<file path="src/rtl/square_round_ctrl.sv">
// Round sequencer for the square-hunt game: pick a location, draw the square, wait for a hit
// or timeout, erase it, keep score. Optional timeout/miss/game-over logic under ROUND_TIMEOUT_EN.
module square_round_ctrl #(
    parameter int SQ_SIZE        = 16,
    parameter int TIMEOUT_CYCLES = 50000000,
    parameter int MAX_MISSES     = 3,
    parameter int SCORE_W        = 8,
    localparam int MISS_W        = ($clog2(MAX_MISSES + 1) < 2) ? 2 : $clog2(MAX_MISSES + 1)
) (
    input  logic               clk,
    input  logic               reset,
    input  logic               game_en,
    output logic               pick_start,
    input  logic               pick_done,
    input  logic [10:0]        pick_x,
    input  logic [10:0]        pick_y,
    output logic               draw_start,
    input  logic               draw_done,
    output logic [10:0]        draw_x,
    output logic [10:0]        draw_y,
    output logic               draw_colour,
    input  logic [10:0]        cursor_x,
    input  logic [10:0]        cursor_y,
    input  logic               click,
    output logic [SCORE_W-1:0] score,
    output logic [MISS_W-1:0]  misses,
    output logic               game_over,
    output logic               busy
);

    typedef enum logic [2:0] {
        S_IDLE, S_PICK, S_PICK_REL, S_DRAW, S_ACTIVE, S_ERASE, S_CHECK, S_OVER
    } state_t;

    state_t             state_r, state_nxt_s;
    logic               pick_start_r, pick_start_nxt_s;
    logic               draw_start_r, draw_start_nxt_s;
    logic [10:0]        draw_x_r, draw_x_nxt_s;
    logic [10:0]        draw_y_r, draw_y_nxt_s;
    logic               draw_colour_r, draw_colour_nxt_s;
    logic [SCORE_W-1:0] score_r, score_nxt_s;
    logic               busy_r, busy_nxt_s;
    logic               hit_s;
    logic [11:0]        x_lo_s, x_hi_s, y_lo_s, y_hi_s, cur_x_s, cur_y_s;

`ifdef ROUND_TIMEOUT_EN
    localparam int TIMER_W = (TIMEOUT_CYCLES > 1) ? $clog2(TIMEOUT_CYCLES) : 1;
    logic [TIMER_W-1:0] timer_r, timer_nxt_s;
    logic [MISS_W-1:0]  misses_r, misses_nxt_s;
    logic               game_over_r, game_over_nxt_s;
`endif

    // 12-bit bounds so a square near the right/bottom edge cannot wrap
    assign x_lo_s  = {1'b0, draw_x_r};
    assign y_lo_s  = {1'b0, draw_y_r};
    assign x_hi_s  = x_lo_s + 12'(SQ_SIZE - 1);
    assign y_hi_s  = y_lo_s + 12'(SQ_SIZE - 1);
    assign cur_x_s = {1'b0, cursor_x};
    assign cur_y_s = {1'b0, cursor_y};
    assign hit_s   = click && (cur_x_s >= x_lo_s) && (cur_x_s <= x_hi_s) &&
                     (cur_y_s >= y_lo_s) && (cur_y_s <= y_hi_s);

    // Next-state and next-register-value logic for the round sequencer
    always_comb begin
        state_nxt_s       = state_r;
        pick_start_nxt_s  = pick_start_r;
        draw_start_nxt_s  = 1'b0;
        draw_x_nxt_s      = draw_x_r;
        draw_y_nxt_s      = draw_y_r;
        draw_colour_nxt_s = draw_colour_r;
        score_nxt_s       = score_r;
`ifdef ROUND_TIMEOUT_EN
        timer_nxt_s       = timer_r;
        misses_nxt_s      = misses_r;
`endif
        case (state_r)
            S_IDLE: begin
                if (game_en) begin
                    state_nxt_s      = S_PICK;
                    pick_start_nxt_s = 1'b1;
                    score_nxt_s      = {SCORE_W{1'b0}};
`ifdef ROUND_TIMEOUT_EN
                    misses_nxt_s     = {MISS_W{1'b0}};
`endif
                end else begin
                    state_nxt_s = S_IDLE;
                end
            end
            S_PICK: begin
                if (pick_done) begin
                    draw_x_nxt_s     = pick_x;
                    draw_y_nxt_s     = pick_y;
                    pick_start_nxt_s = 1'b0;
                    state_nxt_s      = S_PICK_REL;
                end else begin
                    pick_start_nxt_s = 1'b1;
                end
            end
            S_PICK_REL: begin
                if (!pick_done) begin
                    draw_start_nxt_s  = 1'b1;
                    draw_colour_nxt_s = 1'b1;
                    state_nxt_s       = S_DRAW;
                end else begin
                    state_nxt_s = S_PICK_REL;
                end
            end
            S_DRAW: begin
                if (draw_done) begin
`ifdef ROUND_TIMEOUT_EN
                    timer_nxt_s = {TIMER_W{1'b0}};
`endif
                    state_nxt_s = S_ACTIVE;
                end else begin
                    state_nxt_s = S_DRAW;
                end
            end
            S_ACTIVE: begin
                // a hit on the timeout cycle still counts as a hit
                if (hit_s) begin
                    if (score_r != {SCORE_W{1'b1}}) begin
                        score_nxt_s = score_r + {{(SCORE_W-1){1'b0}}, 1'b1};
                    end else begin
                        score_nxt_s = score_r;
                    end
                    draw_start_nxt_s  = 1'b1;
                    draw_colour_nxt_s = 1'b0;
                    state_nxt_s       = S_ERASE;
`ifdef ROUND_TIMEOUT_EN
                end else if (timer_r == TIMER_W'(TIMEOUT_CYCLES - 1)) begin
                    misses_nxt_s      = misses_r + {{(MISS_W-1){1'b0}}, 1'b1};
                    draw_start_nxt_s  = 1'b1;
                    draw_colour_nxt_s = 1'b0;
                    state_nxt_s       = S_ERASE;
                end else begin
                    timer_nxt_s = timer_r + {{(TIMER_W-1){1'b0}}, 1'b1};
`else
                end else begin
                    state_nxt_s = S_ACTIVE;
`endif
                end
            end
            S_ERASE: begin
                if (draw_done) begin
                    state_nxt_s = S_CHECK;
                end else begin
                    state_nxt_s = S_ERASE;
                end
            end
            S_CHECK: begin
`ifdef ROUND_TIMEOUT_EN
                if (misses_r == MISS_W'(MAX_MISSES)) begin
                    state_nxt_s = S_OVER;
                end else
`endif
                if (!game_en) begin
                    state_nxt_s = S_IDLE;
                end else begin
                    state_nxt_s      = S_PICK;
                    pick_start_nxt_s = 1'b1;
                end
            end
            S_OVER: begin
                if (!game_en) begin
                    state_nxt_s = S_IDLE;
                end else begin
                    state_nxt_s = S_OVER;
                end
            end
            default: begin
                state_nxt_s      = S_IDLE;
                pick_start_nxt_s = 1'b0;
            end
        endcase
        busy_nxt_s = (state_nxt_s != S_IDLE) && (state_nxt_s != S_OVER);
`ifdef ROUND_TIMEOUT_EN
        game_over_nxt_s = (state_nxt_s == S_OVER);
`endif
    end

    // State and registered outputs; synchronous reset drops every handshake at once
    always_ff @(posedge clk) begin
        if (reset) begin
            state_r       <= S_IDLE;
            pick_start_r  <= 1'b0;
            draw_start_r  <= 1'b0;
            draw_x_r      <= 11'd0;
            draw_y_r      <= 11'd0;
            draw_colour_r <= 1'b0;
            score_r       <= {SCORE_W{1'b0}};
            busy_r        <= 1'b0;
`ifdef ROUND_TIMEOUT_EN
            timer_r       <= {TIMER_W{1'b0}};
            misses_r      <= {MISS_W{1'b0}};
            game_over_r   <= 1'b0;
`endif
        end else begin
            state_r       <= state_nxt_s;
            pick_start_r  <= pick_start_nxt_s;
            draw_start_r  <= draw_start_nxt_s;
            draw_x_r      <= draw_x_nxt_s;
            draw_y_r      <= draw_y_nxt_s;
            draw_colour_r <= draw_colour_nxt_s;
            score_r       <= score_nxt_s;
            busy_r        <= busy_nxt_s;
`ifdef ROUND_TIMEOUT_EN
            timer_r       <= timer_nxt_s;
            misses_r      <= misses_nxt_s;
            game_over_r   <= game_over_nxt_s;
`endif
        end
    end

    assign pick_start  = pick_start_r;
    assign draw_start  = draw_start_r;
    assign draw_x      = draw_x_r;
    assign draw_y      = draw_y_r;
    assign draw_colour = draw_colour_r;
    assign score       = score_r;
    assign busy        = busy_r;
`ifdef ROUND_TIMEOUT_EN
    assign misses      = misses_r;
    assign game_over   = game_over_r;
`else
    assign misses      = {MISS_W{1'b0}};
    assign game_over   = 1'b0;
`endif

endmodule

</file>
<file path="config.mk">
export PLATFORM = sky130hd
export DESIGN_NAME = square_round_ctrl
export DESIGN_NICKNAME = d
export VERILOG_FILES = /design/src/rtl/square_round_ctrl.sv
export SDC_FILE = /design/constraint.sdc
export NUM_CORES = 1
export LEC_CHECK = 0
export CORE_AREA = 3 3 116 85
export CTS_CLUSTER_SIZE = 28
export DETAILED_ROUTE_END_ITERATION = 7
export DIE_AREA = 0 0 119 88
export GPL_ROUTABILITY_DRIVEN = 0
export GPL_TIMING_DRIVEN = 0
export SLEW_MARGIN = 5
export SYNTH_ARGS = -nofsm -noshare
export SYNTH_HDL_FRONTEND = slang
export SYNTH_SLANG_ARGS = --single-unit
</file>
<file path="constraint.sdc">
create_clock -name clk -period 3.4 [get_ports clk]
set_clock_uncertainty 0.2 [all_clocks]
set_input_delay 0.68 -clock clk [delete_from_list [all_inputs] [get_ports clk]]
set_output_delay 0.68 -clock clk [all_outputs]
set_load 0.01 [all_outputs]
</file>
==> results of run 1 <==
==> where the power goes <==
| part | leakage [uW] | switching (uW) | internal (uW) | total (uW) |
|---|---|---|---|---|
| Sequential | 0.000308 | 29.9 | 453 | 483 |
| Clock | 0.0000938 | 179 | 419 | 598 |
| Combinational | 0.00123 | 230 | 221 | 450 |
==> worst paths after layout <==
kind,from,to,slack (ps),cells past startpoint
max,draw_y[5],score[6],30,12
min,draw_y[9],draw_y[9],280,2
max reg2reg,draw_y[5],score[6],30,12
min reg2reg,draw_y[9],draw_y[9],280,2
==> final cells by class <==
| class | count | area [um2] | share of cell area (%) |
|---|---|---|---|
| plain buffers | 17 | 87.6 | 1.95 |
| clock buffers | 5 | 125 | 2.78 |
| clock inverters | 3 | 65.1 | 1.45 |
| inverters | 27 | 101 | 2.25 |
| multi-input cells | 307 | 2260 | 50.2 |
| flip-flops and latches | 37 | 777 | 17.3 |
| well taps | 124 | 155 | 3.45 |
| repair buffers | 96 | 928 | 20.6 |
==> synthesized netlist by cell type, drive strengths merged, types with 2 or more instances <==
master  count
nand2      67
ha         47
a21oi      41
dfxtp      37
inv        27
xnor2      18
nor2       17
o21ai      13
nor3       12
nand3      11
clkbuf      9
or3         9
buf         8
nor4        8
and3        7
mux2i       6
nand4       6
a211oi      4
o211ai      4
o31ai       4
nor2b       3
or4         3
a211o       2
a21boi      2
a21o        2
nand2b      2
o221ai      2
==> cells by family after synthesis <==
family | count (synthesis) | synth area share [%]
AND/OR/NAND/NOR | 151 | 25.2
AO/OA/AOI/OAI | 81 | 17.4
adder cells (fa/ha/maj) | 48 | 19.7
buffers and inverters | 44 | 6.21
flip-flops | 37 | 24.3
XOR/XNOR | 18 | 5.18
multiplexers | 6 | 1.97
other | 1 | 0.123
==> sequential cells by signal (all words and copies together) (netlist names) <==
| register | flops |
|---|---|
| draw_y | 11 |
| draw_x | 11 |
| pick_start | 1 |
| busy | 1 |
| draw_colour | 1 |
| score | 8 |
| draw_start | 1 |
| state_r | 3 |
==> per-layer routing <==
metal / up-vias / GRT usage (%)
li1: 1579 / -
met1: 1459 / 23.3
met2: 85 / 24.6
met3: 9 / 3.29
met4: 0 / 2.73
met5: - / 0
==> metrics by stage <==
stage | power, uW | setup WS [ps]
final | 1530 | 34.3
after global routing | 1610 | -82.6
after CTS | 1500 | -7.45
after detailed placement | 901 | -117
after global placement | 893 | -17.9
after floorplan | 729 | 221
==> repair_timing <==
item | 4_1_cts | 5_1_grt
setup buffers | 1 | 10
cloned | 1 | 1
pin swaps | 3 | 12
endpoints found under the setup margin | 10 | 11
resized for setup | 17 | 31
==> worst max-delay path, delay by kind of cell, from the launching register on <==
family	cells	cell delay, ps
AO/OA/AOI/OAI	4	660
flip-flops	1	370
adder cells (fa/ha/maj)	1	310
AND/OR/NAND/NOR	5	1360
XOR/XNOR	1	140
buffers and inverters	1	210
==> flow_metrics.tcl, run 1 <==
set metrics [dict create \
    cts_hold_buf 0 \
    post-route-util_pct 50.6 \
    finalWirelength_um 9070 \
    clk_latency_ps 280 \
    vias 3132 \
    ys_ff_latch 37 \
    drtPass1Iterations 4 \
    cp_data_arrival_time_ps 3330 \
    io_pins 87 \
    grt-ovfl-total 0 \
    design_area_um2 4500 \
    crit_type "reg -> reg" \
    htree_levels 2 \
    async_reset_ff_share_pct 0 \
    final_cell_mix "clkdlybuf4s50_1 (83), nand2_1 (66), ha_1 (45), a21oi_1 (39)" \
    fp.dieArea_um2 10500 \
    cp_max_fo 4 \
    wl_met1_um 4530 \
    synth_top_cells_by_area "dfxtp_1 (24%), ha_1 (19%), nand2_1 (8.3%), a21oi_1 (6.7%), xnor2_1 (5.2%)" \
    final_cells 616 \
    cts_sinks 37 \
    layout.nets 588 \
    dp.cells 595 \
    grt_first_pass_wirelength_um 13800 \
    routed.top_layer "met4" \
    slowest_stage "or3b_4" \
    hold_ws_ps 278 \
    synth_area_per_cell_um2 7.88 \
    p_leak_uw 0.00163 \
    cp.required_ps 3370 \
    drive_above_1_share_pct 14.0 \
    netlist_area_um2 3040 \
    core_area_um2 8890 \
    cts_buffer_depth 2 \
    drc 0 \
    grt_pass1_vias 2905 \
    synthCells 386 \
    grt_use_total_pct 16.0 \
    synthFlopType "dfxtp_1" \
    max_slew.worst_pin.slew_ps 688 \
    max_stage_delay_ps 450 \
    worstPathCellList "nand4_1 -> or3b_4 -> xnor2_2 -> ha_1 -> nand4_1 -> nor3_2 -> a21oi_1 -> o31ai_2 -> o211ai_1 -> buf_4 -> or3_4 -> a211o_1" \
    grt_setup_unrepaired "true" \
    io_buffers 83 \
    critical_path.startpoint_type "flop" \
    root_buffer "clkbuf_16" \
    final_max_slew_viol_count 0 \
    relSlewSlack_pct 54.1 \
    netlist.area_leader.share_pct 24.3 \
    holdCritPathClass "reg -> reg" \
    powerDensity_nw_per_um2 340 \
    antenna_left 0 \
    dpl.hpwl_um 7020 \
    fin_tns_setup_ps 0 \
    fmax_mhz 297 \
    die_h_um 88 \
    status "finished, final reports clean" \
    maxCapViolations 0 \
    cts_tree "built" \
    yosysUniqueCellTypes 54 \
    synth_top_area_cell "dfxtp_1" \
    synth_warnings 0 \
    rows 29 \
    fp.dieW_um 119 \
    via_per_inst 5.08 \
    setup_violations 0 \
    finalCritPeriodShare_pct 99.0 \
    met2WireLength_um 3980 \
    place_area_um2 4040 \
    peakVddDrop_uv 284 \
    cts_inserted_buffers 5 \
    antenna_found_initial 0 \
    crit_path_frequent_cell "nand4_1" \
    period_minus_slack_ps 3370 \
    synth-edff-count 0 \
    final_common_cell "clkdlybuf4s50_1" \
    start_util_pct 34.2 \
    first_iter_violations 191 \
    end_kind "flop" \
    grt_max_degree 13 \
    antenna_cells 0 \
    clk_pin_slew_ps 60 \
    area_growth_pct 47.9 \
    route.met3.wl_um 501 \
    nFillCells 847 \
    synth-seq-area-share_pct 24.3 \
    wl_per_cell_um 14.7 \
    hold_violations 0 \
]
(Power assumes the default switching activity.)
==> run 2, diff against run 1 <==
Settings changed: ABC_AREA from default to 1, CAP_MARGIN from default to 20, CORE_AREA 3 3 116 85 to 3 3 117 85, DIE_AREA 0 0 119 88 to 0 0 120 88.
==> flow_metrics.tcl, run 2 <==
set metrics [dict create \
    status "finished, final reports clean" \
    cp.required_ps 3340 \
    pre_cts_slack_ps 165 \
    clk_pin_slew_ps 60 \
    grt_pass1_vias 2890 \
    internal-power_uw 1120 \
    grt_max_degree 13 \
    final_common_cell "clkdlybuf4s50_1" \
    netlist_top_cells_count "nand2_1 (83), inv_1 (55), ha_1 (47)" \
    crit_type "reg -> reg" \
    synth-edff-count 0 \
    grt_use_total_pct 16.6 \
    antenna_left 0 \
    finalWirelength_um 8880 \
    wl_per_cell_um 13.6 \
    clk_latency_ps 280 \
    swShare_pct 33.2 \
    hold_violations 0 \
    drtPass1Iterations 4 \
    fp.dieW_um 120 \
    min_path_cells 2 \
    antenna_cells 0 \
    drive_above_1_share_pct 7.92 \
    vias 3057 \
    worstPathCellList "inv_1 -> ha_1 -> nand3_1 -> nand3_2 -> nor4_4 -> xor2_1 -> ha_1 -> nand4_1 -> nor2_2 -> nand2_1 -> nand2_1 -> inv_1 -> nand2_2 -> nand3_2 -> nor2_4 -> buf_4 -> nand3_2 -> nand3_1 -> a21oi_2" \
    setup_slack_ps 244 \
    htree_levels 2 \
    fp.dieArea_um2 10600 \
    synthCells 435 \
    core_area_um2 8960 \
    dpl.hpwl_um 7320 \
    nFillCells 896 \
    final_max_slew_viol_count 0 \
    synth-seq-area-share_pct 24.0 \
    cts_inserted_buffers 5 \
    crit_path_frequent_cell "nand3_2" \
    cp.buffers_inverters 3 \
    peakVddDrop_uv 223 \
    worst_path_dominant_cell_family "simple AND/OR/NAND/NOR gates" \
    synth_warnings 0 \
    netlist_area_um2 3080 \
    fin_tns_setup_ps 0 \
    grt-ovfl-total 0 \
    relSlewSlack_pct 63.1 \
    yosysUniqueCellTypes 41 \
    drc 0 \
    netlist.area_leader.share_pct 24.0 \
    cts_buffer_depth 2 \
    grt_setup_unrepaired "false" \
    finalCritPeriodShare_pct 92.8 \
    ys_ff_latch 37 \
    first_iter_violations 120 \
    maxCapViolations 0 \
    grt_first_pass_wirelength_um 14100 \
    fmax_mhz 317 \
    regToRegSetupSlack_ps 240 \
    cts_hold_buf 0 \
    start_util_pct 34.4 \
    p_switching_uw 558 \
    io_buffers 83 \
    cts_sinks 37 \
    seqPwrFrac_pct 30.6 \
    async_reset_ff_share_pct 0 \
    max_stage_delay_ps 340 \
    rows 29 \
    antenna_found_initial 0 \
    area_growth_pct 39.8 \
    end_kind "flop" \
    synth_area_per_cell_um2 7.08 \
    via_per_inst 4.67 \
    r2r.worst_path.cells 19 \
    synth_top_cells_by_area "dfxtp_1 (24%), ha_1 (19%), nand2_1 (10%), inv_1 (6.7%), a21oi_1 (6.2%)" \
    cts_tree "built" \
    setup_violations 0 \
    critical_path.startpoint_type "flop" \
    p_clk_share_pct 32.7 \
    yosysMostFrequentCell "nand2_1" \
    synth_top_area_cell "dfxtp_1" \
    powerDensity_nw_per_um2 390 \
    cp_max_fo 5 \
    p_leak_uw 0.00180 \
    cp_data_arrival_time_ps 3100 \
    die_h_um 88 \
    holdCritPathClass "reg -> reg" \
    period_minus_slack_ps 3160 \
    slowest_stage "dfxtp_2" \
    root_buffer "clkbuf_16" \
    p_comb_share_pct 36.7 \
    layout.nets 626 \
    synthFlopType "dfxtp_1" \
    io_pins 87 \
    max_slew.worst_pin.slew_ps 552 \
    path_depth 19 \
    final_cell_mix "clkdlybuf4s50_1 (83), nand2_1 (82), inv_1 (55), ha_1 (47), a21oi_1 (38)" \
]
[run 2: changes by cell type after synthesis, moves of 5 or more]
cell,previous run,this run
a21oi_2,0,8
and3_1,7,2
inv_1,26,55
mux2i_1,6,0
nand2_1,67,83
nand3_1,11,26
nor2_1,17,35
o21ai_0,10,27
or3_1,9,0
xnor2_1,18,2
xor2_1,0,19
[run 2: logic make-up (layout without fill, tap and decap cells)]
group,after synthesis,in the layout,share of synthesized area (%)
buffers and inverters,69,161,9.38
and+or+nand+nor,180,181,26.8
DFF,37,37,24.0
xor gates and xnor gates,21,21,5.97
other,1,3,0.122
adders and majority gates,47,47,19.1
AOI/OAI and AO/OA,80,80,14.6
[run 2: path summary, 6_finish.rpt]
kind,end,from
max,score[6],draw_x[0]
min,draw_colour,draw_colour
max reg2reg,score[6],draw_x[0]
min reg2reg,draw_colour,draw_colour
[run 2: cell type report]
class	instances	area (um2)	share of cell area (%)
clock buffer	6	139	3.22
multi-input combinational	332	2110	48.9
inverter	58	218	5.05
buffer	11	71.3	1.66
tap	124	155	3.60
sequential	37	742	17.2
timing repair buffer	84	838	19.5
clock inverter	2	37.5	0.871
[run 2: power by group through the flow]
| stage | sequential (uW) | combinational (uW) | clock [uW] |
|---|---|---|---|
| finish | 514 | 617 | 549 |
| global route | 519 | 702 | 575 |
| CTS | 512 | 608 | 556 |
| detailed placement | 521 | 605 | 0 |
| global placement | 520 | 590 | 0 |
| floorplan | 530 | 354 | 0 |
[run 2: per-layer routing]
metal	GRT usage, %	vias up	routed length (um)
met5	0	-	0
met4	3.43	0	70
met3	2.39	6	299
met2	25.6	57	3910
met1	24.5	1368	4600
li1	-	1626	-
[run 2: timing repair]
item,CTS,global route
setup buffers,0,1
setup endpoints to repair,0,10
resized for setup,0,8
[run 2: worst reg2reg max path, cell delays in order (launching register included)]
cell and delay [ps]:
dfxtp_2 340, inv_1 100, ha_1 250, nand3_1 160, nand3_2 140, nor4_4 250, xor2_1 120, ha_1 320
nand4_1 120, nor2_2 130, nand2_1 60, nand2_1 50, inv_1 40, nand2_2 70, nand3_2 80, nor2_4 180
buf_4 140, nand3_2 100, nand3_1 120, a21oi_2 60
[run 2: metrics by stage]
step | cell area (um2) | hold slack (ps) | total power [uW] | std cells | util (%)
3_3_place_gp | 4070 | 258 | 1110 | 644 | 45.5
5_1_grt | 4310 | 298 | 1800 | 654 | 48.1
6_report | 4310 | 267 | 1680 | 654 | 48.1
2_1_floorplan | 3090 | 285 | 884 | 437 | -
4_1_cts | 4250 | 272 | 1680 | 652 | 47.4
3_5_place_dp | 4070 | 263 | 1130 | 644 | 45.5
